**config.mk**
```make
export PLATFORM = sky130hd
export DESIGN_NAME = neander_ctrl_flat
export DESIGN_NICKNAME = d
export VERILOG_FILES = /design/src/rtl/neander_ctrl_if.sv /design/src/rtl/neander_ctrl.sv /design/src/flat_wrapper.sv
export SDC_FILE = /design/constraint.sdc
export NUM_CORES = 1
export LEC_CHECK = 0
export BUFFER_PORTS_ARGS = -buffer_cell sky130_fd_sc_hd__buf_2
export CORE_MARGIN = 4
export CORE_UTILIZATION = 54
export CTS_CLUSTER_SIZE = 28
export DETAILED_ROUTE_END_ITERATION = 7
export HOLD_SLACK_MARGIN = 0.1
export PLACE_DENSITY = 0.85
export SLEW_MARGIN = 5
export SYNTH_ARGS = -nofsm -noshare
export SYNTH_HDL_FRONTEND = slang
export SYNTH_SLANG_ARGS = --single-unit
```
**constraint.sdc**
```tcl
create_clock -name clk -period 2.8 [get_ports clk]
set_clock_uncertainty 0.1 [all_clocks]
set_input_delay 0.7 -clock clk [delete_from_list [all_inputs] [get_ports clk]]
set_output_delay 0.7 -clock clk [all_outputs]
set_load 0.005 [all_outputs]
```
**src/rtl/neander_ctrl_if.sv**
```systemverilog
// Purpose: memory and ALU bus between the Neander control unit and its memory/ALU.
// Latency: wires only; no storage in the interface.
// Backpressure: none; memory answers one cycle after mem_addr, ALU is combinational.
//
// Signals: mem_addr/mem_wdata/mem_we (ctrl -> memory), mem_rdata (memory -> ctrl),
//          alu_a/alu_b/alu_sub/alu_sel (ctrl -> ALU), alu_fi (ALU -> ctrl).
interface neander_ctrl_if;
  logic [7:0] mem_addr;
  logic [7:0] mem_rdata;
  logic [7:0] mem_wdata;
  logic       mem_we;
  logic [7:0] alu_a;
  logic [7:0] alu_b;
  logic       alu_sub;
  logic [1:0] alu_sel;
  logic [7:0] alu_fi;

  modport master (
    output mem_addr, mem_wdata, mem_we, alu_a, alu_b, alu_sub, alu_sel,
    input  mem_rdata, alu_fi
  );

  modport slave (
    input  mem_addr, mem_wdata, mem_we, alu_a, alu_b, alu_sub, alu_sel,
    output mem_rdata, alu_fi
  );
endinterface

```
**src/rtl/neander_ctrl.sv**
```systemverilog
// Purpose: Neander control unit and register file (PC, REM, RI, AC, N/Z), master of memory and ALU.
// Latency: 2 (NOP/HLT), 3 (NOT), 4 (jumps), 5 (STA), 6 (LDA/ADD/SUB/AND/OR) cycles per instruction.
// Backpressure: none; memory read data is assumed valid exactly one cycle after mem_addr.
//
// Ports: clk, rst_n (async active-low); bus (neander_ctrl_if.master) memory + ALU;
//        pc, ac, flag_n, flag_z, halted are debug/status outputs.
module neander_ctrl #(
  parameter logic [7:0] RESET_PC = 8'h00
) (
  input  logic                  clk,
  input  logic                  rst_n,
  neander_ctrl_if.master        bus,
  output logic [7:0]            pc,
  output logic [7:0]            ac,
  output logic                  flag_n,
  output logic                  flag_z,
  output logic                  halted
);

  typedef enum logic [3:0] {
    S_FETCH, S_DECODE, S_NOTX, S_OPADDR, S_OPLATCH, S_MEMRD, S_EXEC, S_MEMWR, S_HALT
  } state_t;

  localparam logic [3:0] OP_STA = 4'h1;
  localparam logic [3:0] OP_LDA = 4'h2;
  localparam logic [3:0] OP_ADD = 4'h3;
  localparam logic [3:0] OP_OR  = 4'h4;
  localparam logic [3:0] OP_AND = 4'h5;
  localparam logic [3:0] OP_NOT = 4'h6;
  localparam logic [3:0] OP_SUB = 4'h7;
  localparam logic [3:0] OP_JMP = 4'h8;
  localparam logic [3:0] OP_JN  = 4'h9;
  localparam logic [3:0] OP_JZ  = 4'hA;
  localparam logic [3:0] OP_HLT = 4'hF;

  state_t     state, state_nxt;
  logic [7:0] rem;
  logic [3:0] ri;
  logic       pc_inc;
  logic       pc_load;
  logic       ac_we;
  logic [7:0] ac_din;

  assign bus.mem_wdata = ac;
  assign bus.alu_a     = ac;
  assign bus.alu_b     = bus.mem_rdata;

  always_ff @(posedge clk or negedge rst_n) begin
    if (!rst_n) state <= S_FETCH;
    else        state <= state_nxt;
  end

  always_comb begin
    state_nxt    = state;
    bus.mem_addr = pc;
    bus.mem_we   = 1'b0;
    bus.alu_sel  = 2'b00;
    bus.alu_sub  = 1'b0;
    pc_inc       = 1'b0;
    pc_load      = 1'b0;
    ac_we        = 1'b0;
    ac_din       = ac;
    halted       = 1'b0;
    case (state)
      S_FETCH: begin
        pc_inc    = 1'b1;
        state_nxt = S_DECODE;
      end
      // Decode straight from the read data; RI is loaded on the same edge.
      S_DECODE: begin
        case (bus.mem_rdata[7:4])
          OP_NOT: state_nxt = S_NOTX;
          OP_HLT: state_nxt = S_HALT;
          OP_STA, OP_LDA, OP_ADD, OP_OR, OP_AND, OP_SUB, OP_JMP, OP_JN, OP_JZ:
            state_nxt = S_OPADDR;
          default: state_nxt = S_FETCH;
        endcase
      end
      S_NOTX: begin
        ac_we     = 1'b1;
        ac_din    = ~ac;
        state_nxt = S_FETCH;
      end
      S_OPADDR: begin
        pc_inc    = 1'b1;
        state_nxt = S_OPLATCH;
      end
      // Untaken jumps leave PC alone: it already points past the operand.
      S_OPLATCH: begin
        case (ri)
          OP_JMP:  pc_load = 1'b1;
          OP_JN:   pc_load = flag_n;
          OP_JZ:   pc_load = flag_z;
          default: pc_load = 1'b0;
        endcase
        if (ri == OP_JMP || ri == OP_JN || ri == OP_JZ) state_nxt = S_FETCH;
        else if (ri == OP_STA)                          state_nxt = S_MEMWR;
        else                                            state_nxt = S_MEMRD;
      end
      S_MEMRD: begin
        bus.mem_addr = rem;
        state_nxt    = S_EXEC;
      end
      S_EXEC: begin
        case (ri)
          OP_LDA:  bus.alu_sel = 2'b01;
          OP_AND:  bus.alu_sel = 2'b10;
          OP_OR:   bus.alu_sel = 2'b11;
          OP_SUB:  bus.alu_sub = 1'b1;
          default: bus.alu_sel = 2'b00;
        endcase
        ac_we     = 1'b1;
        ac_din    = bus.alu_fi;
        state_nxt = S_FETCH;
      end
      S_MEMWR: begin
        bus.mem_addr = rem;
        bus.mem_we   = 1'b1;
        state_nxt    = S_FETCH;
      end
      S_HALT: halted = 1'b1;
      default: state_nxt = S_FETCH;
    endcase
  end

  always_ff @(posedge clk or negedge rst_n) begin
    if (!rst_n) begin
      pc     <= RESET_PC;
      ac     <= 8'h00;
      rem    <= 8'h00;
      ri     <= 4'h0;
      flag_n <= 1'b0;
      flag_z <= 1'b1;
    end else begin
      if (pc_load)     pc <= bus.mem_rdata;
      else if (pc_inc) pc <= pc + 8'd1;
      if (state == S_DECODE)  ri  <= bus.mem_rdata[7:4];
      if (state == S_OPLATCH) rem <= bus.mem_rdata;
      // Flags track AC and only move when AC is written.
      if (ac_we) begin
        ac     <= ac_din;
        flag_n <= ac_din[7];
        flag_z <= (ac_din == 8'h00);
      end
    end
  end

endmodule

```
**src/flat_wrapper.sv**
```systemverilog
// flat-port wrapper written by rule: the top's interface ports become plain ports
module neander_ctrl_flat 
#(
  parameter logic [7:0] RESET_PC = 8'h00
)
  (clk, rst_n, pc, ac, flag_n, flag_z, halted, bus_mem_addr, bus_mem_wdata, bus_mem_we, bus_alu_a, bus_alu_b, bus_alu_sub, bus_alu_sel, bus_mem_rdata, bus_alu_fi);
  neander_ctrl_if bus_i ();
  input  logic clk;
  input  logic rst_n;
  output logic [7:0] pc;
  output logic [7:0] ac;
  output logic flag_n;
  output logic flag_z;
  output logic halted;
  output wire logic [$bits(bus_i.mem_addr)-1:0] bus_mem_addr;
  output wire logic [$bits(bus_i.mem_wdata)-1:0] bus_mem_wdata;
  output wire logic [$bits(bus_i.mem_we)-1:0] bus_mem_we;
  output wire logic [$bits(bus_i.alu_a)-1:0] bus_alu_a;
  output wire logic [$bits(bus_i.alu_b)-1:0] bus_alu_b;
  output wire logic [$bits(bus_i.alu_sub)-1:0] bus_alu_sub;
  output wire logic [$bits(bus_i.alu_sel)-1:0] bus_alu_sel;
  input wire logic [$bits(bus_i.mem_rdata)-1:0] bus_mem_rdata;
  input wire logic [$bits(bus_i.alu_fi)-1:0] bus_alu_fi;
  assign bus_mem_addr = bus_i.mem_addr;
  assign bus_mem_wdata = bus_i.mem_wdata;
  assign bus_mem_we = bus_i.mem_we;
  assign bus_alu_a = bus_i.alu_a;
  assign bus_alu_b = bus_i.alu_b;
  assign bus_alu_sub = bus_i.alu_sub;
  assign bus_alu_sel = bus_i.alu_sel;
  assign bus_i.mem_rdata = bus_mem_rdata;
  assign bus_i.alu_fi = bus_alu_fi;
  neander_ctrl #(.RESET_PC(RESET_PC)) u_core (.clk(clk), .rst_n(rst_n), .bus(bus_i), .pc(pc), .ac(ac), .flag_n(flag_n), .flag_z(flag_z), .halted(halted));
endmodule
```
# [After elaboration in Yosys (flattened, before gate mapping)]
# Memory sizes are Yosys's and may differ from the RTL's.
# Index checks and enable logic that the tools add are counted.
# W data, S select, Z words.
[classes] addsub=1 n_eq_ne=16 muxes=17 n_bitwise=1 reduce_logical=8
[op_table] op="$eq A4 B3 Y1 const B" n=7
[op_table] op="$mux W8" n=3
[op_table] op="$pmux W4 S6" n=1
[op_table] op="$eq A4 B4 Y1 const B" n=4
[op_table] op="$pmux W8 S2" n=1
[op_table] op="$eq A4 B2 Y1 const B" n=3
[op_table] op="$add A8 B1 Y8 const B" n=1
[op_table] op="$eq A4 B1 Y1 const B" n=2
[op_table] op="$logic_not A8 Y1" n=1
[op_table] op="$not A8 Y8" n=1
[op_table] op="$mux W1" n=7
[op_table] op="$pmux W2 S3" n=1
[op_table] op="$reduce_or A2 Y1" n=3
[op_table] op="$logic_not A4 Y1" n=1
[op_table] op="$mux W2" n=2
[op_table] op="$mux W4" n=1
[op_table] op="$pmux W1 S3" n=1
[op_table] op="$logic_or A1 B1 Y1" n=2
[op_table] op="$reduce_bool A2 Y1" n=1
[word_totals] reg_bits=34 rom_bits=48 in_bits=18 mem_count=1
[mem_list] name="(no name shown)" words=16 word_bits=3 rd=1 rd_ports_with_merged_regs=0 wr=0 line="neander_ctrl.sv:71" text="case (bus.mem_rdata[7:4])"

# [Logic depth before layout (Yosys ltp)]
# Gate-level depths: netlist of the first run.
[logic_depth] ltp_word=5 depth_mapped=7

# [Least setup slack after synthesis of the first run]
# No wires, ideal clock.
[synth_path] kind="flip-flop to output port" from="reg u_core.state[2]" to="out bus_alu_sel[0]" t_arrival_ns=1.382 required_ns=2.000 setup_slack_ns=0.618 path_stages_with_launch=5 n_path_buf=2 cell_sequence="dfrtp_1 buf_2 buf_1 nor4b_1 nor3b_1"
[synth_between] elab_chain_cells=2
[synth_lines] element="start: declaration" line="neander_ctrl.sv:36" text="state_t state, state_nxt;"
[synth_lines] element="start signal: assignment" line="neander_ctrl.sv:50" text="else state <= state_nxt;"
[synth_lines] element="$eq A4 B3 Y1" line="neander_ctrl.sv:64" text="case (state)"
[synth_lines] element="$mux W2" line="neander_ctrl.sv:64"
[synth_lines] element="end: declaration" line="flat_wrapper.sv:21" text="output wire logic [$bits(bus_i.alu_sel)-1:0] bus_alu_sel;"
# Every way passes these cells.

# [Worst setup path in the final report of the first run]
[layout_path] from="reg u_core.state[3]" to="out bus_mem_addr[6]"
[layout_between] elab_chain_cells=3 elab_cells_between_ends=4
[layout_lines] element="$eq A4 B3 Y1" line="neander_ctrl.sv:64"
[layout_lines] element="$reduce_or A2 Y1 (no source line) *"
[layout_lines] element="$mux W8 *" line="neander_ctrl.sv:64"
[layout_lines] element="end: declaration" line="flat_wrapper.sv:15" text="output wire logic [$bits(bus_i.mem_addr)-1:0] bus_mem_addr;"
# Every way passes the cells marked *; elsewhere a longest branch is shown, timed or not.

==> impl.org, run 1 <==
** Synth
- The share of synthesized area in the top cell type comes to 38.4%.
- Synthesis produced a netlist with a net count of 228.
- Yosys printed 0 warnings.
- Ranking of synthesized cells by instance count :: 32 x sky130_fd_sc_hd__dfrtp_1, 25 x sky130_fd_sc_hd__buf_4, 19 x sky130_fd_sc_hd__mux2_2, 18 x sky130_fd_sc_hd__nand2_1, 13 x sky130_fd_sc_hd__inv_1
- The synthesized netlist contains 47 unique library cells.
- Fraction of the yosys area taken by sequential cells :: 39.6%
- By instance count, the leading cell after synthesis is sky130_fd_sc_hd__dfrtp_1.
- The synthesized design spends more area on one cell type than any other, namely sky130_fd_sc_hd__dfrtp_1.
- After synthesis, the cell types taking the most area are sky130_fd_sc_hd__dfrtp_1 38%, sky130_fd_sc_hd__mux2_2 10%, sky130_fd_sc_hd__buf_4 9.0%.
- Async SR Flop Fraction :: between 90% and 100%
- Mapped Cells :: 209
- Post-synthesis cell area :: 2090 sq um
- Post-synthesis average cell area :: 9.99 sq um
- The synthesized design contains 0 enable-type register cells.
- Number of storage elements in the synthesis netlist :: 33
- Most instantiated flip-flop cell in the synthesis netlist :: sky130_fd_sc_hd__dfrtp_1

** Setup path
- Among cell families on the critical path, the largest total delay comes from simple AND/OR/NAND/NOR gates.
- Type of the setup path with the least slack :: reg -> out
- Delay of the slowest critical-path stage :: 0.53 ns
- Number of buffer and inverter stages on the critical path :: 1
- Data required time of the worst path :: ~2.0 ns
- Data arrives at the worst endpoint at approximately 1.8 ns.
- Worst reg2reg setup slack :: between 0.7 and 0.8 ns
- Worst reg2reg endpoint :: u_core.pc[7]
- STA classifies the critical path startpoint as a flip-flop.
- Measured in cells, the most critical reg-to-reg path has a length of 5.
- Along the worst path, the maximum fanout reaches 10.
- Crit-path cells :: nand3b_1 -> mux2_2 -> buf_2
- The slowest stage of the critical path belongs to the cell sky130_fd_sc_hd__nand3b_1.
- The startpoint identified for the worst register-to-register timing path is u_core.state[2].
- STA classifies the critical path endpoint as an output port.

** Global route
- GRT busiest layer :: met2
- Total congestion overflow :: 0
- The number of global-route vias before repair is 1540.
- Met3 GRT Util :: 3.31%
- Global-route wire length before repair :: 7450 um
- Antenna violations before repair :: 0
- GR Util All Layers :: 18.6%
- Entering global routing, the biggest net connects 34 pins.
- Global Route met2 Usage :: 28.3%
- For met1 alone, demand over resource in global routing was 26.2%.

** Finish
- Net count of the finished layout :: 273
- Registers take 827 sq um.
- Fill cells in the final layout number 318.
- Diode insertion count for antenna repair :: 0
- Final core utilization :: between 60% and 70%
- The multi-input combinational cells in the finished layout cover a total of between 900 and 1000 sq um.
- Share of final-layout standard cells stronger than drive strength 1 :: 42.7%
- Compared with the post-synthesis result, the final layout area differs by 12.8%.

** Pwr
- The analysis attributes to cell leakage a power of 1.12 nW.
- VDD sags by at most approximately 0.6 mV.
- Total power per unit cell area :: 1120 nW/um^2

** Run
- Max cap viols :: 0

** Die
- The die covers 4920 sq um.
- In this run the vertical extent of the chip is 70.2 um.
- Row Count :: 22
- In this run the horizontal extent of the chip is ~70 um.
- Top Ports :: 73
- The region available for standard cell placement spans 3690 sq um.
- Starting utilization of the core area :: 56.6%

** CTS
- Quantity of hold-fixing buffers added after cts :: 0
- Buffers inserted during clock tree synthesis total 5.
- Insertion delay to the later sink of the worst-skew pair :: 0.28 ns
- Total number of clock tree sinks :: 33
- Buffer depth of the longest clock path :: 2
- H-tree Lvls :: 2
- Clock tree from TritonCTS :: built
- After clock tree synthesis, the clock-pin slew on the worst setup and hold paths is 0.06 ns.
- Gates resized during post-CTS repair numbered 0.
- After clock tree synthesis, the setup repair step added 0 buffers.
- Library cell used as clock root buffer :: sky130_fd_sc_hd__clkbuf_8

** Timing
- In the final timing run, aggregate negative setup slack is 0 ns.
- Tmin final :: 2.63 ns
- Worst Slack Setup Final :: 0.171 ns
- Final setup violating endpoints :: 0
- In this run the tightest slew margin relative to its limit is 52.3%.
- The count of final max-slew check failures was 0.
- The hold violation total from the final report is 0.
- Maximum clock frequency :: 380 MHz
- For the pin with the worst max-slew slack, the measured transition is about 0.7 ns.
- RSZ-0062 raised after global routing :: no
- Final period utilization :: around 94%

** Placed design
- Number of port buffers :: 72
- RD Place Congestion :: between 0.7 and 0.8
- Summed over all nets, the half-perimeter wirelength after detailed placement is between 3000 and 4000 um.
- Before CTS, the worst setup slack after placement is around 0.49 ns.

** Route
- Wires add up to 4460 um.
- Post-detailed-route wirelength per cell :: between 10 and 15 um
- Total iterations of the first detailed-routing run :: 4
- The routed layout has 1702 vias.
- The count of nets left with antenna violations once routing finished came out at 0.
- Post-route DRC violation count :: 0
- Dividing the detail-routed via count by the number of cells gives 5.62.
- Starting DRT DRC Count :: between 100 and 150

** Worst hold path
- The path class of the tightest hold or removal check is in -> async.

** Status
- The flow ran to the end, and the final reports show no timing, DRC or antenna violations.
[area by class of cell]
type,count,share of cell area [%]
multi-input cells,127,40.9
flip-flops and latches,33,35.1
repair buffers,74,15.9
clock buffers,8,3.40
well taps,48,2.55
inverters,13,2.07
[state kept, by name (all words and copies together), names as in the netlist]
register / count
u_core.ac: 8
u_core.flag_z: 1
u_core.pc: 8
u_core.rem: 8
u_core.ri: 4
u_core.state: 4
[worst max path at each step]
stage / from / endpoint / slack, ns / cells past startpoint
global route: u_core.state[0] / bus_alu_sub / 0.07 / 5
global placement: u_core.state[3] / bus_mem_addr[0] / 0.51 / 3
floorplan: u_core.state[2] / bus_alu_sel[0] / 0.62 / 4
finish: u_core.state[3] / bus_mem_addr[6] / 0.17 / 3
CTS: u_core.state[0] / bus_mem_addr[6] / 0.17 / 3
detailed placement: u_core.state[0] / bus_mem_addr[6] / 0.49 / 3
[worst reg2reg max path: cells and delay by family (launching register included)]
family	cells	cell delay, ns
buffers and inverters	1	0.24
DFF	1	0.35
AOI/OAI and AO/OA	1	0.41
and+or+nand+nor	3	0.84
[layer usage]
metal	wire length (um)	vias up
li1	-	807
met1	2030	831
met2	2120	53
met3	232	11
met4	69	0
met5	0	-
[per-stage QoR]
step	instance area (sq um)	total power, W	hold slack, ns	cells
after floorplan	2090	0.00201	0.304	209
after global placement	2270	0.00227	0.375	295
after detailed placement	2270	0.00232	0.376	295
after CTS	2350	0.00266	0.385	303
after global routing	2350	0.00289	0.427	303
final	2350	0.00264	0.370	303
[cell usage in the layout (no fill, tap or decap), types with 2 or more instances in the layout]
cell	Yosys	routed
sky130_fd_sc_hd__clkbuf_1	5	3
sky130_fd_sc_hd__nor4b_1	4	4
sky130_fd_sc_hd__mux2_2	19	19
sky130_fd_sc_hd__a21oi_1	3	3
sky130_fd_sc_hd__nand3b_1	2	2
sky130_fd_sc_hd__xnor2_1	2	2
sky130_fd_sc_hd__o21ai_0	7	7
sky130_fd_sc_hd__nand3_1	3	3
sky130_fd_sc_hd__o31ai_1	4	4
sky130_fd_sc_hd__clkbuf_8	0	5
sky130_fd_sc_hd__nand2_1	18	18
sky130_fd_sc_hd__nor2b_1	8	8
sky130_fd_sc_hd__nor2_1	6	6
sky130_fd_sc_hd__nor3_1	3	3
sky130_fd_sc_hd__buf_4	25	2
sky130_fd_sc_hd__a41oi_1	2	2
sky130_fd_sc_hd__nand2b_1	2	2
sky130_fd_sc_hd__inv_1	13	13
sky130_fd_sc_hd__mux2i_1	7	7
sky130_fd_sc_hd__a311oi_1	2	2
sky130_fd_sc_hd__and3_1	5	5
sky130_fd_sc_hd__dfrtp_1	32	32
sky130_fd_sc_hd__o22ai_1	5	5
sky130_fd_sc_hd__a211oi_2	3	3
sky130_fd_sc_hd__nand4_1	3	3
sky130_fd_sc_hd__buf_2	3	72
[logic make-up after synthesis]
kind of cell | after synthesis | synth area share (%)
compound gates | 37 | 13.9
xor+xnor | 2 | 0.839
fa+ha+maj | 1 | 0.599
buf+inv | 49 | 14.2
flops | 33 | 39.6
mux | 26 | 13.6
simple gates | 61 | 17.2
[where the power goes]
part / total (W) / switching, W / internal [W]
registers: 0.000978 / 0.000273 / 0.000705
logic: 0.00133 / 0.000635 / 0.000693
clock network: 0.000336 / 0.000160 / 0.000176
Note: power is estimated with default switching activity, not from simulation.
==> run 2: changes to the inputs <==
--- a/config.mk
+++ b/config.mk
@@ -6,12 +6,12 @@
 export NUM_CORES = 1
 export LEC_CHECK = 0
 export BUFFER_PORTS_ARGS = -buffer_cell sky130_fd_sc_hd__buf_2
-export CORE_MARGIN = 4
-export CORE_UTILIZATION = 54
+export CORE_UTILIZATION = 55
+export CTS_BUF_LIST = sky130_fd_sc_hd__clkbuf_2
 export CTS_CLUSTER_SIZE = 28
 export DETAILED_ROUTE_END_ITERATION = 7
 export HOLD_SLACK_MARGIN = 0.1
-export PLACE_DENSITY = 0.85
+export PLACE_DENSITY = 0.93
 export SLEW_MARGIN = 5
 export SYNTH_ARGS = -nofsm -noshare
 export SYNTH_HDL_FRONTEND = slang
==> run 2 against run 1 <==
Global-route usage grew 3.5 points. Register-to-register slack got worse by 0.21 ns. Cell count grew 0.33%. Worst hold slack worse by 0.12 ns. Cell area decreased by 1.1%. Critical endpoint is now bus_alu_sel[0].
==> impl.org, run 2 (synthesis results as in run 1) <==
** Status
- Outcome :: finished, final reports clean

** Placed design
- The instance count after placement with tap cells included was 295 (unchanged).
- The port buffer count came to 72 (unchanged).
- RD Place Congestion :: 0.839 (+7.0%)
- Placed wire-length estimate after detailed placement :: 3070 um (-6.6%)
- Post-placement worst setup slack :: 0.492 ns (+0.00505 ns)

** Global route
- Total congestion overflow :: 0 (unchanged)
- Largest net degree at the start of global routing :: 34 (unchanged)
- Global-route wire length before repair :: 6870 um (-7.9%)
- The initial antenna violation count was 0 (unchanged).
- The all-layer global routing usage is 22.1% (+3.5 points).
- Number of global-route vias before repair :: 1477 (-4.1%)

** Route
- Number of nets with antenna violations after routing :: 0 (unchanged)
- Via density :: 5.64 (+0.49%)
- The number of design rule violations left after detail routing is 0 (unchanged).
- Total wire length :: 4250 um (-4.7%)
- Total iterations of the first detailed-routing run :: 4 (unchanged)
- The average routed wire per standard cell was 14.0 um (-5.0%).
- The first-iteration detailed-routing DRC count is 107 (-4.5%).
- The via total after detailed routing came to 1716 (+0.82%).

** CTS
- The tree is rooted in a sky130_fd_sc_hd__clkbuf_2.
- H-tree Lvls :: 2 (unchanged)
- Quantity of hold-fixing buffers added after cts :: 0 (unchanged)
- TritonCTS buffer count :: 5 (unchanged)
- Buffer depth of the longest clock path :: 2 (unchanged)
- Clock transition at the registers of the reported paths :: 0.16 ns (+0.10 ns)
- TritonCTS built the clock tree.
- Insertion delay to the later sink of the worst-skew pair :: 0.38 ns (+0.10 ns)
- The clock sink count is 33 (unchanged).

** Setup path
- In this run the critical register-to-register path is launched from u_core.state[2].
- The data arrival time of the critical path is 1.74 ns (-0.09 ns).
- Number of buffer and inverter stages on the critical path :: 1 (unchanged)
- Traced cell by cell, the critical path runs through nand2b_1 -> nor4b_2 -> nor3b_1 -> buf_2.
- The worst setup slack for register-to-register paths came to 0.57 ns (-0.21 ns).
- The required time of the worst setup path came to 2.00 ns (about the same).
- The worst setup path is captured at an output port.
- Delay of the slowest critical-path stage :: 0.52 ns (about the same)
- Cell family contributing the most delay on the critical path :: simple AND/OR/NAND/NOR gates
- Worst reg2reg endpoint :: u_core.pc[7]
- Count of cells along the worst register-to-register path :: 6 (+1)
- Slowest stage cell on the critical path :: sky130_fd_sc_hd__dfrtp_1
- The critical path in this run is classified as reg -> out.
- STA classifies the critical path startpoint as a flip-flop.
- Crit path max fanout :: 9 (-1)

** Die
- Core ar. :: 3660 sq um (-0.75%)
- Row Count :: 22 (unchanged)
- The effective utilization at floorplan was 57.0% (+0.43 points).
- Overall die area :: 4040 sq um (-18%)
- The I/O pin total was 73 (unchanged).
- Die Wd :: 63.6 um (-9.4%)
- The vertical die dimension is 63.6 um (-9.4%).

** Pwr
- The power density normalized to cell area is 1080 nW/um^2 (-3.5%).
- P_leak :: 1.11 nW (-0.34%)
- The peak supply drop was 0.611 mV (-0.42%).

** Finish
- Commonest cells after routing, fill and taps aside :: 72 x sky130_fd_sc_hd__buf_2, 32 x sky130_fd_sc_hd__dfrtp_1, 19 x sky130_fd_sc_hd__mux2_2, 18 x sky130_fd_sc_hd__nand2_1, 13 x sky130_fd_sc_hd__inv_1
- The number of nets in the layout came to 275 (+0.73%).
- From synthesis to final layout, the design area changed by 11.6%.
- The share of the core filled with cells in the final layout came to 63.6% (-0.20 points).
- Diode insertion count for antenna repair :: 0 (unchanged)
- The number of fill cells in the layout was 304 (-4.4%).
- Final Instance Count excl. Fillers :: 304 (+0.33%)
- The library cell used most frequently in the layout, excluding fill and tap cells, is sky130_fd_sc_hd__buf_2.
- The fraction of layout cells with a size suffix above 1 is 44.1% (+1.4 points).
- Top flop regs :: u_core.ac: 8 flops, u_core.pc: 8 flops, u_core.rem: 8 flops

** Run
- Max cap viols :: 0 (unchanged)

** Timing
- Number of max-slew violations in the final report :: 0 (unchanged)
- The minimum clock period is 2.54 ns (-0.0914 ns).
- Final setup TNS :: 0 ns (unchanged)
- Final period utilization :: 90.6% (-3.3 points)
- Maximum clock frequency :: 394 MHz (+3.6%)
- Final setup violating endpoints :: 0 (unchanged)
- The hold violation total from the final report came to 0 (unchanged).
- Setup repair after global routing left no endpoint under its margin.
- The actual slew at the worst max-slew pin is 0.730 ns (+0.0148 ns).
- Final worst hold slack :: 0.255 ns (-0.115 ns)
- Worst Slack Setup Final :: 0.262 ns (+0.0914 ns)
- The tightest slew margin relative to the limit is 51.3% (-0.98 points).

** Worst hold path
- The path class of the tightest hold or removal check is in -> async.
run 2: worst reg2reg max path: stages (launching register included):
cell and delay (ns):
sky130_fd_sc_hd__dfrtp_1 0.49, sky130_fd_sc_hd__buf_4 0.25, sky130_fd_sc_hd__nor4b_4 0.21, sky130_fd_sc_hd__buf_4 0.24, sky130_fd_sc_hd__o2111ai_2 0.35, sky130_fd_sc_hd__and3b_1 0.31, sky130_fd_sc_hd__nor4_2 0.23
run 2: worst max path at each step:
| stage | from | end | slack [ns] | depth (start not counted) |
|---|---|---|---|---|
| floorplan | u_core.state[2] | bus_alu_sel[0] | 0.62 | 4 |
| finish | u_core.state[0] | bus_alu_sel[0] | 0.26 | 4 |
| CTS | u_core.state[3] | bus_mem_addr[5] | 0.05 | 3 |
| global route | u_core.state[0] | bus_alu_sel[0] | 0.09 | 4 |
| global placement | u_core.state[3] | bus_mem_addr[0] | 0.54 | 3 |
| detailed placement | u_core.state[3] | bus_mem_addr[5] | 0.49 | 3 |
run 2: repair_timing:
item                       in CTS  in global routing
setup endpoints to repair       0                 11
setup buffers                   0                  2
resized for setup               0                  1
run 2: power by group:
part / internal [W] / switching (W) / total [W]
sequential: 0.000701 / 0.000284 / 0.000985
clock: 0.0000582 / 0.000152 / 0.000210
combinational: 0.000703 / 0.000624 / 0.00133
total: 0.00146 / 0.00106 / 0.00252
run 2: per-layer routing:
| metal | wire length, um | global-route usage (%) |
|---|---|---|
| met5 | 0 | 0 |
| met4 | 96 | 8.81 |
| met3 | 266 | 5.98 |
| met2 | 2120 | 37.1 |
| met1 | 1760 | 26.6 |
run 2: final cells by class:
class | instances | area (sq um) | area share [%]
clock buffers | 6 | 30.0 | 1.29
multi-input cells | 127 | 970 | 41.6
repair buffers | 76 | 390 | 16.8
inverters | 13 | 48.8 | 2.09
well taps | 48 | 60.1 | 2.58
flip-flops and latches | 33 | 827 | 35.5
clock inverters | 1 | 3.75 | 0.161
run 2: stage by stage:
step	power, W	instance area, sq um
2_1_floorplan	0.00201	2090
6_report	0.00252	2330
3_3_place_gp	0.00224	2270
3_5_place_dp	0.00231	2270
5_1_grt	0.00272	2330
4_1_cts	0.00252	2310
